$ cat src/rtl/fifo_pkg.sv
// Shared helpers for the token-ring FIFO: count width, reset token pattern
// and the one-hot check applied to both token rings.
package fifo_pkg;

    // Widest token ring that onehot_ok() can check.
    localparam int MAX_CELLS = 1024;

    // After reset (or a resync), every token ring holds a single bit at cell 0.
    localparam logic [0:0] TOK_RESET = 1'b1;

    function automatic int cw(input int n);
        return $clog2(n + 1);
    endfunction

    // Callers zero-extend their ring to MAX_CELLS. The extra zero bits do not
    // change whether exactly one bit is set.
    function automatic logic onehot_ok(input logic [MAX_CELLS-1:0] vec);
        return (vec != '0) && ((vec & (vec - MAX_CELLS'(1))) == '0);
    endfunction

endpackage

$ cat src/rtl/fifo_token_ring.sv
// One-hot token ring: rotates one cell per advance, reloads cell 0 on resync,
// and reports combinationally when the ring is not one-hot.
module fifo_token_ring
    import fifo_pkg::*;
#(
    parameter int N_CELLS = 16
) (
    input  logic               clk,
    input  logic               reset,
    input  logic               advance,
    input  logic               resync,
    output logic [N_CELLS-1:0] tok,
    output logic               bad
);

    localparam logic [N_CELLS-1:0] TOK_INIT = N_CELLS'(TOK_RESET);

    logic [N_CELLS-1:0] tok_d, tok_q;

    // NOTE: tok_d gets its default value first, so no path through this block leaves it unassigned. That keeps synthesis from inferring a latch.
    always_comb begin
        tok_d = tok_q;
        if (resync)
            tok_d = TOK_INIT;
        else if (advance)
            tok_d = {tok_q[N_CELLS-2:0], tok_q[N_CELLS-1]};
    end

    // NOTE: state uses non-blocking assignments. Every flop then samples values from before the clock edge, whatever order the processes run in.
    always_ff @(posedge clk or posedge reset) begin
        if (reset)
            tok_q <= TOK_INIT;
        else
            tok_q <= tok_d;
    end

    assign tok = tok_q;
    assign bad = ~onehot_ok(MAX_CELLS'(tok_q));

endmodule

$ cat src/rtl/token_ring_fifo.sv
// Single-clock FIFO with one-hot put/get token rings, occupancy flags, sticky errors
// and ring-corruption flush. Define TOKEN_RING_FIFO_FWFT_EN for first-word-fall-through reads.
module token_ring_fifo
    import fifo_pkg::*;
#(
    parameter  int N_BITS   = 32,
    parameter  int N_CELLS  = 16,
    parameter  int AF_LEVEL = N_CELLS - 2,
    parameter  int AE_LEVEL = 2,
    localparam int CW       = cw(N_CELLS)
) (
    input  logic              clk,
    input  logic              reset,
    input  logic              req_put,
    input  logic [N_BITS-1:0] data_put,
    input  logic              req_get,
    output logic [N_BITS-1:0] data_get,
    output logic              valid_get,
    output logic              full_out,
    output logic              empty_out,
    output logic              almost_full,
    output logic              almost_empty,
    output logic [CW-1:0]     count,
    output logic              ovf_err,
    output logic              udf_err,
    output logic              tok_err
);

    logic [N_CELLS-1:0] put_tok, get_tok;
    logic               put_bad, get_bad;
    logic               put_ok, get_ok;
    logic [N_BITS-1:0]  mem [N_CELLS];
    logic [N_BITS-1:0]  rd_word;
    logic [CW-1:0]      count_d, count_q;
    logic               ovf_d, ovf_q, udf_d, udf_q;

    fifo_token_ring #(.N_CELLS(N_CELLS)) u_put_ring (
        .clk(clk), .reset(reset), .advance(put_ok), .resync(tok_err),
        .tok(put_tok), .bad(put_bad)
    );

    fifo_token_ring #(.N_CELLS(N_CELLS)) u_get_ring (
        .clk(clk), .reset(reset), .advance(get_ok), .resync(tok_err),
        .tok(get_tok), .bad(get_bad)
    );

    assign tok_err      = put_bad | get_bad;
    assign full_out     = (int'(count_q) == N_CELLS);
    assign empty_out    = (count_q == '0);
    assign almost_full  = (int'(count_q) >= AF_LEVEL);
    assign almost_empty = (int'(count_q) <= AE_LEVEL);
    assign count        = count_q;
    assign ovf_err      = ovf_q;
    assign udf_err      = udf_q;

    // A corrupt ring cycle discards all requests and leaves the error flags untouched.
    always_comb begin
        put_ok  = req_put & ~full_out & ~tok_err;
        get_ok  = req_get & ~empty_out & ~tok_err;
        ovf_d   = ovf_q | (req_put & full_out & ~tok_err);
        udf_d   = udf_q | (req_get & empty_out & ~tok_err);
        count_d = tok_err ? '0 : count_q + CW'(put_ok) - CW'(get_ok);
    end

    always_ff @(posedge clk or posedge reset) begin
        if (reset) begin
            count_q <= '0;
            ovf_q   <= 1'b0;
            udf_q   <= 1'b0;
        end else begin
            count_q <= count_d;
            ovf_q   <= ovf_d;
            udf_q   <= udf_d;
        end
    end

    // NOTE: the storage array has no reset. A clear is never needed because the token rings and count define which words are valid.
    always_ff @(posedge clk) begin
        for (int i = 0; i < N_CELLS; i++)
            if (put_ok && put_tok[i])
                mem[i] <= data_put;
    end

    always_comb begin
        rd_word = '0;
        for (int i = 0; i < N_CELLS; i++)
            rd_word = rd_word | (mem[i] & {N_BITS{get_tok[i]}});
    end

`ifdef TOKEN_RING_FIFO_FWFT_EN
    // Zero is shown while empty, so data_get matches its reset value.
    assign data_get  = empty_out ? '0 : rd_word;
    assign valid_get = ~empty_out;
`else
    logic [N_BITS-1:0] data_d, data_q;
    logic              valid_d, valid_q;

    always_comb begin
        data_d  = data_q;
        valid_d = 1'b0;
        if (get_ok) begin
            data_d  = rd_word;
            valid_d = 1'b1;
        end
    end

    always_ff @(posedge clk or posedge reset) begin
        if (reset) begin
            data_q  <= '0;
            valid_q <= 1'b0;
        end else begin
            data_q  <= data_d;
            valid_q <= valid_d;
        end
    end

    assign data_get  = data_q;
    assign valid_get = valid_q;
`endif

endmodule
$ cat config.mk
export PLATFORM = sky130hd
export DESIGN_NAME = token_ring_fifo
export DESIGN_NICKNAME = d
export VERILOG_FILES = /design/src/rtl/fifo_pkg.sv /design/src/rtl/fifo_token_ring.sv /design/src/rtl/token_ring_fifo.sv
export SDC_FILE = /design/constraint.sdc
export NUM_CORES = 1
export LEC_CHECK = 0
export ABC_AREA = 1
export CORE_MARGIN = 4
export CORE_UTILIZATION = 30
export DETAILED_ROUTE_END_ITERATION = 10
export PLACE_DENSITY_LB_ADDON = 0.05
export SLEW_MARGIN = 20
export SYNTH_ARGS = -nofsm -noshare
export SYNTH_HDL_FRONTEND = slang
export SYNTH_HIERARCHICAL = 1
export SYNTH_SLANG_ARGS = --single-unit
$ cat constraint.sdc
create_clock -name clk -period 5.6 [get_ports clk]
set_clock_uncertainty 0.1 [all_clocks]
set_input_delay 0.56 -clock clk [delete_from_list [all_inputs] [get_ports clk]]
set_output_delay 0.56 -clock clk [all_outputs]
set_load 0.02 [all_outputs]
==> metrics.cfg, run 1 <==
[timing]
fin_setup_tns_ns = 0
slew_headroom_pct = 34.5
worst_pin_slew_ns = 0.982
hold_violations = 0
setup_viol = 0
fin_crit_sh_pct = 78.2
finalMaxSlewViolations = 0
rsz0062_at_grt = no
layout_min_cycle_time_ns = 4.38
fin_ws_ns = 1.22
timing.fmax_ghz = 0.228

[placement]
pre_cts_ws_ns = 1.17
dpl_cell_area_mm2 = 0.0254
hpwl_mm = 38.9
portBuffers = 80
gp_congestion = 0.763

[clock_tree]
postCtsSetupBuffers = 0
cts_num_sinks = 584
cts_buffer_depth = 3
root_buffer = clkbuf_16
ctsHtreeMaxLevel = 3
hold_buffers = 0
cts_resized = 0
tritoncts = built
path_clk_slew_ns = 0.06
cts_made_buffers = 70
insertion_delay_ns = 0.60

[synthesis]
avgSynthCellArea_um2 = 11.4
ys_ff_latch = 584
ys_types = 30
yosysWarningCount = 6
yosysSeqAreaShare_pct = 74.0
syn_inst = 2041
synth_area_mm2 = 0.0232
synth.net_count = 2089

[floorplanning]
rows = 101
die_y_um = 286
io_pins = 81
die_w_um = 286
fp.dieArea_mm2 = 0.0819
initial_core_util_pct = 30.4
core-area_mm2 = 0.0763

[setup_path]
setup.worst_path.class = register to register
critPathMaxFanout = 34
cp.required_ns = 5.98
end_kind = register
crit_arrival_ns = 4.76
startpoint_type = register

[global_route]
busiest_layer = met2
globalRouteOverflowTotal = 0
met3_usage_pct = 2.40
grt_pass1_vias = 14300
antenna_found_initial = 0
use_met1_pct = 23.0
gr-usage-met2_pct = 27.8
grt_max_degree = 50
grt_pass1_wl_mm = 99.7
grt_usage_pct = 16.7

[routing]
drc_errors = 0
viasPerCell = 4.42
drtAntennaViolNets = 0
vias = 14400
wl_mm = 68.8
drt_iter0_markers = 998
firstDrtPassIters = 5
routedWlPerCell_um = 21.1

[pwr]
ir_drop_v = 0.000209
p_total_w = 0.0119
p_leak_nw = 10.9
power.density_mw_per_mm2 = 431

[min_path]
hp-class = input port to asynchronous set/reset pin

[final_layout]
final_util_pct = 36.3
fin_area_mm2 = 0.0277
drive_gt1_share_pct = 9.40
n_antenna_cell = 0
area_delta_synth_final_pct = 19.3
nNetsFinal = 2215

[outcome]
status = finished clean

[run]
maxCapViolCount = 0

registers in the layout, indices dropped and copies added, names as in the netlist:
signal and count:
mem 512, data_get 32, u_get_ring/tok 16, u_put_ring/tok 16
count 5, ovf_err 1, udf_err 1, valid_get 1
layout make-up:
class / count / area (µm²)
Fill cell: 7558 / 48600
Sequential cell: 584 / 17200
Multi-Input combinational cell: 1324 / 5550
Clock buffer: 106 / 2030
Tap cell: 1030 / 1290
Timing Repair Buffer: 115 / 1140
Inverter: 72 / 275
Clock inverter: 22 / 229
worst paths after layout:
check / start / end / slack, ns / cells after the start
min in group clk: udf_err$_DFF_PP0_ / udf_err$_DFF_PP0_ / 0.36 / 1
worst max register to register: u_get_ring/tok[2]$_DFFE_PP0P_ / count[4]$_DFF_PP0_ / 1.22 / 20
worst min-delay path: reset / u_put_ring/tok[13]$_DFFE_PP0P_ / 0.36 / 2
max in group asynchronous: reset / data_get[2]$_DFFE_PP0P_ / 4.31 / 3
worst min register to register: udf_err$_DFF_PP0_ / udf_err$_DFF_PP0_ / 0.36 / 1
worst max-delay path: u_get_ring/tok[2]$_DFFE_PP0P_ / count[4]$_DFF_PP0_ / 1.22 / 20
logic make-up after synthesis:
kind of cell    synth area share (%)
compound gates                  2.32
fa+ha+maj                      0.679
buf+inv                         2.68
flops                           74.0
simple gates                    20.4
routing by layer:
layer,vias to the layer above,wire (µm)
met3,82,2520
met4,0,1270
li1,6985,-
met1,7047,32000
met2,269,32900
met5,-,0
cells in the final DEF (no fill, tap or decap), drive strengths merged:
master         Yosys  final
clkdlybuf4s50      0     80
nand4              2      2
a31o               1      1
nor3               1      1
buf               59     35
ha                11     11
nor2             207    207
dfstp              2      2
nor3b              2      2
o21ai             64     64
o31ai              6      6
clkinv             1     17
a21o               1      1
fa                 1      1
a21oi              8      8
nand2            991    991
edfxtp           512    512
bufinv             0      4
clkinvlp           0      1
dfrtp             70     70
clkbuf             2    106
nand3             28     28
inv               71     72
o21a               1      1
synth_stat cells:
master,number,share of area [%]
ha_1,11,0.59
o21ai_2,29,1.1
clkbuf_1,2,0.032
inv_1,70,1.1
nand2_2,2,0.054
fa_1,1,0.086
nor2_2,6,0.16
dfrtp_1,70,7.5
nor2_4,4,0.19
nand2_1,988,16
nand4_1,2,0.054
nand3_1,27,0.58
o31ai_1,6,0.19
a21oi_1,8,0.17
nor3b_1,2,0.065
o21ai_0,33,0.71
dfstp_2,2,0.23
clkinv_4,1,0.038
a31o_2,1,0.038
nand3_2,1,0.043
buf_2,56,1.2
edfxtp_1,512,66
o21a_1,1,0.032
nor2_1,197,3.2
o21ai_1,2,0.043
inv_2,1,0.016
nand2_4,1,0.048
buf_12,3,0.26
a21o_1,1,0.032
nor3_1,1,0.022
report_power, final:
group          switching (W)  total (W)  leakage (nW)  internal, W
Clock                0.00177    0.00447          1.10      0.00269
Combinational        0.00156    0.00228          4.27     0.000720
Sequential          0.000150    0.00520          5.52      0.00505
stage by stage:
step / std cells / hold WS, ns
after floorplan: 2041 / 0.373
after global placement: 3125 / 0.348
after detailed placement: 3125 / 0.346
after CTS: 3253 / 0.355
after global routing: 3253 / 0.390
final: 3253 / 0.358
critical path, stage by stage (launching register included):
cell,delay (ns)
dfrtp_2,0.72
inv_1,0.27
nand2_2,0.09
nor2_2,0.17
nand2_1,0.07
nand2_1,0.06
nand2_1,0.06
nor2_1,0.12
nand3_1,0.16
nor2_4,0.21
nand3_2,0.55
ha_1,0.55
inv_1,0.04
ha_1,0.20
fa_1,0.43
nand2_1,0.09
nand2_1,0.05
a21oi_1,0.16
nand2_1,0.08
nand2_1,0.06
nor2_1,0.03
(Power assumes the default switching activity.)
==> inputs of run 2 (changes only) <==
==> constraint.sdc (replaced) <==
create_clock -name clk -period 3.7 [get_ports clk]
set_clock_uncertainty 0.1 [all_clocks]
set_input_delay 0.37 -clock clk [delete_from_list [all_inputs] [get_ports clk]]
set_output_delay 0.37 -clock clk [all_outputs]
set_load 0.02 [all_outputs]
==> metrics.cfg, run 2 (same netlist as run 1, synthesis figures left out) <==
[floorplanning]
die_w_um = 286  ; unchanged
core-area_mm2 = 0.0763  ; unchanged
initial_core_util_pct = 30.4  ; unchanged
io_pins = 81  ; unchanged
rows = 101  ; unchanged
fp.dieArea_mm2 = 0.0819  ; unchanged
die_y_um = 286  ; unchanged

[routing]
drtAntennaViolNets = 0  ; unchanged
vias = 14400  ; about the same
firstDrtPassIters = 4  ; was 5
drc_errors = 0  ; unchanged
routedWlPerCell_um = 20.5  ; was 21.1 µm
drt_iter0_markers = 952  ; was 998
wl_mm = 67.1  ; was 68.8 mm
viasPerCell = 4.38  ; was 4.42

[final_layout]
final_cell_mix = 988 x nand2_1, 512 x edfxtp_1, 181 x nor2_1  ; unchanged
nNetsFinal = 2236  ; was 2215
area_delta_synth_final_pct = 20.1  ; was 19.3%
final_common_cell = nand2_1  ; unchanged
largest_register = mem  ; unchanged
largest_reg_flops = 512  ; unchanged
drive_gt1_share_pct = 10.5  ; was 9.40%
fin_area_mm2 = 0.0279  ; was 0.0277 mm²
final_util_pct = 36.6  ; was 36.3%

[timing]
fin_crit_sh_pct = 89.8  ; was 78.2%
layout_min_cycle_time_ns = 3.32  ; was 4.38 ns
rsz0062_at_grt = no  ; unchanged
timing.fmax_ghz = 0.301  ; was 0.228 GHz
worst_pin_slew_ns = 0.852  ; was 0.982 ns
fin_setup_tns_ns = 0  ; unchanged
setup_viol = 0  ; unchanged
finalMaxSlewViolations = 0  ; unchanged
slew_headroom_pct = 43.2  ; was 34.5%
hold_violations = 0  ; unchanged
fin_ws_ns = 0.379  ; was 1.22 ns

[pwr]
p_total_w = 0.0180  ; was 0.0119 W
power.switching_w = 0.00526  ; was 0.00348 W
seq_power_share_pct = 43.5  ; about the same
combinationalPowerShare_pct = 19.4  ; was 19.1%
ir_drop_v = 0.000392  ; was 0.000209 V
p_clk_share_pct = 37.0  ; was 37.4%
p_leak_nw = 11.0  ; was 10.9 nW
p_int_w = 0.0128  ; was 0.00846 W
power.density_mw_per_mm2 = 645  ; was 431 mW/mm²
p_sw_share_pct = 29.2  ; was 29.1%

[global_route]
antenna_found_initial = 1  ; was 0
grt_usage_pct = 16.4  ; was 16.7%
grt_max_degree = 50  ; unchanged
grt_pass1_wl_mm = 98.5  ; was 99.7 mm
grt_pass1_vias = 14200  ; was 14300
globalRouteOverflowTotal = 0  ; unchanged

[placement]
portBuffers = 80  ; unchanged
pre_cts_ws_ns = 0.213  ; was 1.17 ns
hpwl_mm = 38.3  ; was 38.9 mm
gp_congestion = 0.775  ; was 0.763
dpl_cell_area_mm2 = 0.0257  ; was 0.0254 mm²

[setup_path]
cp.required_ns = 4.09  ; was 5.98 ns
startpoint_type = register  ; unchanged
crit_arrival_ns = 3.71  ; was 4.76 ns
end_kind = register  ; unchanged
r2r_cells = 21  ; was 20
setup.worst_path.class = register to register  ; unchanged
rr_startpoint = u_get_ring/tok[1]$_DFFE_PP0P_  ; was u_get_ring/tok[2]$_DFFE_PP0P_
critPathMaxFanout = 6  ; was 34
r2r_end = count[4]$_DFF_PP0_  ; unchanged
rrSetupSlack_ns = 0.38  ; was 1.22 ns

[clock_tree]
insertion_delay_ns = 0.59  ; was 0.60 ns
ctsHtreeMaxLevel = 3  ; unchanged
cts_num_sinks = 584  ; unchanged
path_clk_slew_ns = 0.06  ; about the same
cts_buffer_depth = 3  ; unchanged
tritoncts = built  ; unchanged
cts_made_buffers = 68  ; was 70
root_buffer = clkbuf_16  ; unchanged

[min_path]
hp-class = input port to asynchronous set/reset pin  ; unchanged

[run]
maxCapViolCount = 0  ; unchanged

[outcome]
status = finished clean  ; unchanged

[run 2: cell count changes in the layout (fill, tap and decap cells not counted), sizes merged, moves of 2 or more]
| cell | previous run | this run |
|---|---|---|
| buf | 35 | 58 |
| clkbuf | 106 | 91 |
| clkinv | 17 | 27 |
| inv | 72 | 74 |
[run 2: what timing repair did]
action | 4_1_cts | 5_1_grt
setup endpoints to repair | 0 | 5
setup buffers | 0 | 0
hold buffers | 0 | 0
resized for setup | 0 | 2
[run 2: worst max-delay path by stage]
stage | startpoint | to | cells after the start
after floorplan | u_get_ring/tok[1]$_DFFE_PP0P_ | mem[0][0]$_DFFE_PP_ | 12
after global placement | u_get_ring/tok[4]$_DFFE_PP0P_ | u_get_ring/tok[8]$_DFFE_PP0P_ | 15
after detailed placement | u_get_ring/tok[1]$_DFFE_PP0P_ | u_get_ring/tok[8]$_DFFE_PP0P_ | 14
after CTS | u_get_ring/tok[1]$_DFFE_PP0P_ | tok_err | 10
after global routing | u_get_ring/tok[1]$_DFFE_PP0P_ | count[4]$_DFF_PP0_ | 23
final | u_get_ring/tok[1]$_DFFE_PP0P_ | count[4]$_DFF_PP0_ | 21
[run 2: metrics by stage]
step / hold slack, ns / instances
final: 0.215 / 3274
after detailed placement: 0.352 / 3148
after global routing: 0.271 / 3274
after global placement: 0.362 / 3148
after floorplan: 0.183 / 2041
after CTS: 0.206 / 3273
[run 2: area by class of cell]
class / instances / area (µm²)
Inverter: 72 / 277
Timing Repair Buffer: 138 / 1380
Tap cell: 1030 / 1290
Sequential cell: 584 / 17200
Fill cell: 7550 / 48400
Antenna cell: 1 / 2.50
Multi-Input combinational cell: 1324 / 5550
Clock inverter: 34 / 305
Clock buffer: 91 / 1910
[run 2: worst max-delay path, cell delays in order, from the launching register on]
cell,delay (ns)
dfrtp_2,0.43
nor2_4,0.15
nand3_1,0.17
o21ai_0,0.23
nand2_1,0.07
nor2_1,0.11
nand3_1,0.18
nor2_4,0.23
inv_2,0.08
nor2_4,0.11
nand2_4,0.07
clkinv_4,0.05
ha_1,0.11
inv_1,0.04
ha_1,0.20
fa_1,0.43
nand2_1,0.09
nand2_1,0.05
a21oi_1,0.15
nand2_1,0.07
nand2_1,0.06
nor2_1,0.03
[run 2: power groups by stage]
stage | combinational, W | clock [W] | sequential (W)
2_1_floorplan | 0.00185 | 0 | 0.00818
3_3_place_gp | 0.00361 | 0 | 0.00798
3_5_place_dp | 0.00360 | 0 | 0.00799
4_1_cts | 0.00361 | 0.00689 | 0.00785
5_1_grt | 0.00390 | 0.00718 | 0.00789
6_report | 0.00350 | 0.00667 | 0.00784
[run 2: layer usage]
metal  vias to the layer above  wire length (µm)  track usage, %
li1                       7031                 -               -
met1                      7029             31300            22.3
met2                       218             32300            27.7
met3                        72              2430            2.78
met4                         0              1040            3.86
met5                         -                 0               0
==> inputs of run 3 (changes only) <==
--- a/config.mk
+++ b/config.mk
@@ -9,7 +9,7 @@
 export CORE_MARGIN = 4
 export CORE_UTILIZATION = 30
 export DETAILED_ROUTE_END_ITERATION = 10
-export PLACE_DENSITY_LB_ADDON = 0.05
+export PLACE_DENSITY_LB_ADDON = 0.12
 export SLEW_MARGIN = 20
 export SYNTH_ARGS = -nofsm -noshare
 export SYNTH_HDL_FRONTEND = slang
==> metrics.cfg, run 3 (same netlist as run 1, synthesis figures left out) <==
[floorplanning]
die_w_um = 286  ; unchanged
initial_core_util_pct = 30.4  ; unchanged
fp.dieArea_mm2 = 0.0819  ; unchanged
io_pins = 81  ; unchanged
core-area_mm2 = 0.0763  ; unchanged
die_y_um = 286  ; unchanged
rows = 101  ; unchanged

[placement]
portBuffers = 80  ; unchanged
hpwl_mm = 38.7  ; was 38.3 mm
gp_congestion = 0.798  ; was 0.775
pre_cts_ws_ns = 0.320  ; was 0.213 ns
dpl_cell_area_mm2 = 0.0257  ; about the same

[global_route]
grt_pass1_wl_mm = 94.9  ; was 98.5 mm
grt_pass1_vias = 14200  ; about the same
grt_usage_pct = 15.7  ; was 16.4%
globalRouteOverflowTotal = 0  ; unchanged
grt_max_degree = 50  ; unchanged
antenna_found_initial = 3  ; was 1

[setup_path]
r2r_cells = 21  ; unchanged
rrSetupSlack_ns = 0.31  ; was 0.38 ns
cp.buffers_inverters = 3  ; unchanged
cp-startpoint = u_put_ring/tok[3]$_DFFE_PP0P_  ; was u_get_ring/tok[1]$_DFFE_PP0P_
end_kind = register  ; unchanged
cpPeakStageDelay_ns = 0.45  ; was 0.43 ns
path_cells = nor2_2 -> nand3_1 -> o21ai_0 -> nand2_1 -> nor2_1 -> nand3_1 -> nor2_4 -> inv_2 -> nor2_4 -> nand2_4 -> clkinv_4 -> ha_1 -> inv_1 -> ha_1 -> fa_1 -> nand2_1 -> nand2_1 -> a21oi_1 -> nand2_1 -> nand2_1 -> nor2_1  ; was nor2_4 -> nand3_1 -> o21ai_0 -> nand2_1 -> nor2_1 -> nand3_1 -> nor2_4 -> inv_2 -> nor2_4 -> nand2_4 -> clkinv_4 -> ha_1 -> inv_1 -> ha_1 -> fa_1 -> nand2_1 -> nand2_1 -> a21oi_1 -> nand2_1 -> nand2_1 -> nor2_1
cp_top_family = simple AND/OR/NAND/NOR gates  ; unchanged
r2r_end = count[4]$_DFF_PP0_  ; unchanged
crit_path_top_delay_cell = dfrtp_1  ; was dfrtp_2
crit_path_end = count[4]$_DFF_PP0_  ; unchanged
cp_num_cells = 21  ; unchanged
rr_startpoint = u_put_ring/tok[3]$_DFFE_PP0P_  ; was u_get_ring/tok[1]$_DFFE_PP0P_
critPathMaxFanout = 6  ; unchanged
setup.worst_path.class = register to register  ; unchanged
startpoint_type = register  ; unchanged
path_common_cell = nand2_1  ; unchanged
cp.required_ns = 4.09  ; about the same
crit_arrival_ns = 3.78  ; was 3.71 ns

[routing]
wl_mm = 64.5  ; was 67.1 mm
drt_iter0_markers = 926  ; was 952
routedWlPerCell_um = 19.6  ; was 20.5 µm
vias = 14400  ; about the same
drc_errors = 0  ; unchanged
viasPerCell = 4.40  ; was 4.38
firstDrtPassIters = 5  ; was 4
drtAntennaViolNets = 0  ; unchanged

[pwr]
p_leak_nw = 11.0  ; about the same
power.density_mw_per_mm2 = 643  ; was 645 mW/mm²
ir_drop_v = 0.000301  ; was 0.000392 V

[clock_tree]
cts_buffer_depth = 3  ; unchanged
cts_num_sinks = 584  ; unchanged
hold_buffers = 0  ; unchanged
ctsHtreeMaxLevel = 3  ; unchanged
tritoncts = built  ; unchanged
root_buffer = clkbuf_16  ; unchanged
insertion_delay_ns = 0.61  ; was 0.59 ns
path_clk_slew_ns = 0.06  ; about the same
cts_made_buffers = 70  ; was 68

[run]
maxCapViolCount = 0  ; unchanged

[timing]
hold_violations = 0  ; unchanged
finalMaxSlewViolations = 0  ; unchanged
setup_viol = 0  ; unchanged
fin_setup_tns_ns = 0  ; unchanged
worst_pin_slew_ns = 0.725  ; was 0.852 ns
holdWs_ns = 0.262  ; was 0.215 ns
timing.fmax_ghz = 0.295  ; was 0.301 GHz
fin_ws_ns = 0.308  ; was 0.379 ns
rsz0062_at_grt = no  ; unchanged
layout_min_cycle_time_ns = 3.39  ; was 3.32 ns
fin_crit_sh_pct = 91.7  ; was 89.8%
slew_headroom_pct = 51.6  ; was 43.2%

[final_layout]
largest_reg_flops = 512  ; unchanged
area_delta_synth_final_pct = 20.1  ; about the same
fillers = 7587  ; was 7550
nNetsFinal = 2246  ; was 2236
largest_register = mem  ; unchanged
drive_gt1_share_pct = 10.5  ; about the same
final_cell_mix = 988 x nand2_1, 512 x edfxtp_1, 181 x nor2_1  ; unchanged
fin_area_mm2 = 0.0279  ; about the same
final_common_cell = nand2_1  ; unchanged

[min_path]
hp-class = input port to asynchronous set/reset pin  ; unchanged

[outcome]
status = finished clean  ; unchanged

## run 3: changes by cell type in the layout (fill, tap and decap cells not counted), moves of 2 or more
cell and change:
bufinv_16 -2, buf_12 -3, buf_4 +12, clkinv_2 -8, clkbuf_8 -3, clkinv_1 -6
clkbuf_1 +18
## run 3: stage by stage
stage | cells | total power (W) | util, %
5_1_grt | 3285 | 0.0188 | 36.5
3_5_place_dp | 3154 | 0.0116 | 33.7
3_3_place_gp | 3154 | 0.0116 | 33.7
2_1_floorplan | 2041 | 0.0100 | -
6_report | 3286 | 0.0180 | 36.6
4_1_cts | 3283 | 0.0182 | 36.5
## run 3: routing by layer
layer / track usage (%) / share of wire, %
met1: 21.0 / 46
met2: 26.3 / 48
met3: 2.60 / 3.3
met4: 4.52 / 2.3
met5: 0 / 0.043
## run 3: worst min path at each step
stage          depth (start not counted)  slack, ns                     start                              to
5_1_grt                                2       0.27                     reset               ovf_err$_DFF_PP0_
2_1_floorplan                          1       0.18                     reset  u_get_ring/tok[10]$_DFFE_PP0P_
6_report                               2       0.26                     reset               udf_err$_DFF_PP0_
4_1_cts                                2       0.24                     reset               udf_err$_DFF_PP0_
3_3_place_gp                           2       0.36  data_get[23]$_DFFE_PP0P_        data_get[23]$_DFFE_PP0P_
3_5_place_dp                           2       0.37  data_get[23]$_DFFE_PP0P_        data_get[23]$_DFFE_PP0P_
## run 3: area by class of cell
cell class / instances / area (µm²) / area share, %
Clock inverter: 23 / 250 / 0.897
Tap cell: 1030 / 1290 / 4.62
Multi-Input combinational cell: 1324 / 5550 / 19.9
Sequential cell: 584 / 17200 / 61.6
Inverter: 72 / 275 / 0.987
Clock buffer: 106 / 1940 / 6.95
Timing Repair Buffer: 146 / 1400 / 5.01
Antenna cell: 1 / 2.50 / 0.00897
## run 3: repair_timing
item	in CTS	in global routing
resized for setup	0	1
setup buffers	0	2
setup endpoints to repair	0	2
## run 3: power by group
part	leakage (nW)	internal, W	total, W	switching [W]
combinational	4.45	0.00115	0.00355	0.00240
sequential	5.52	0.00764	0.00783	0.000194
clock	1.05	0.00386	0.00657	0.00270
total	11.0	0.0127	0.0180	0.00530
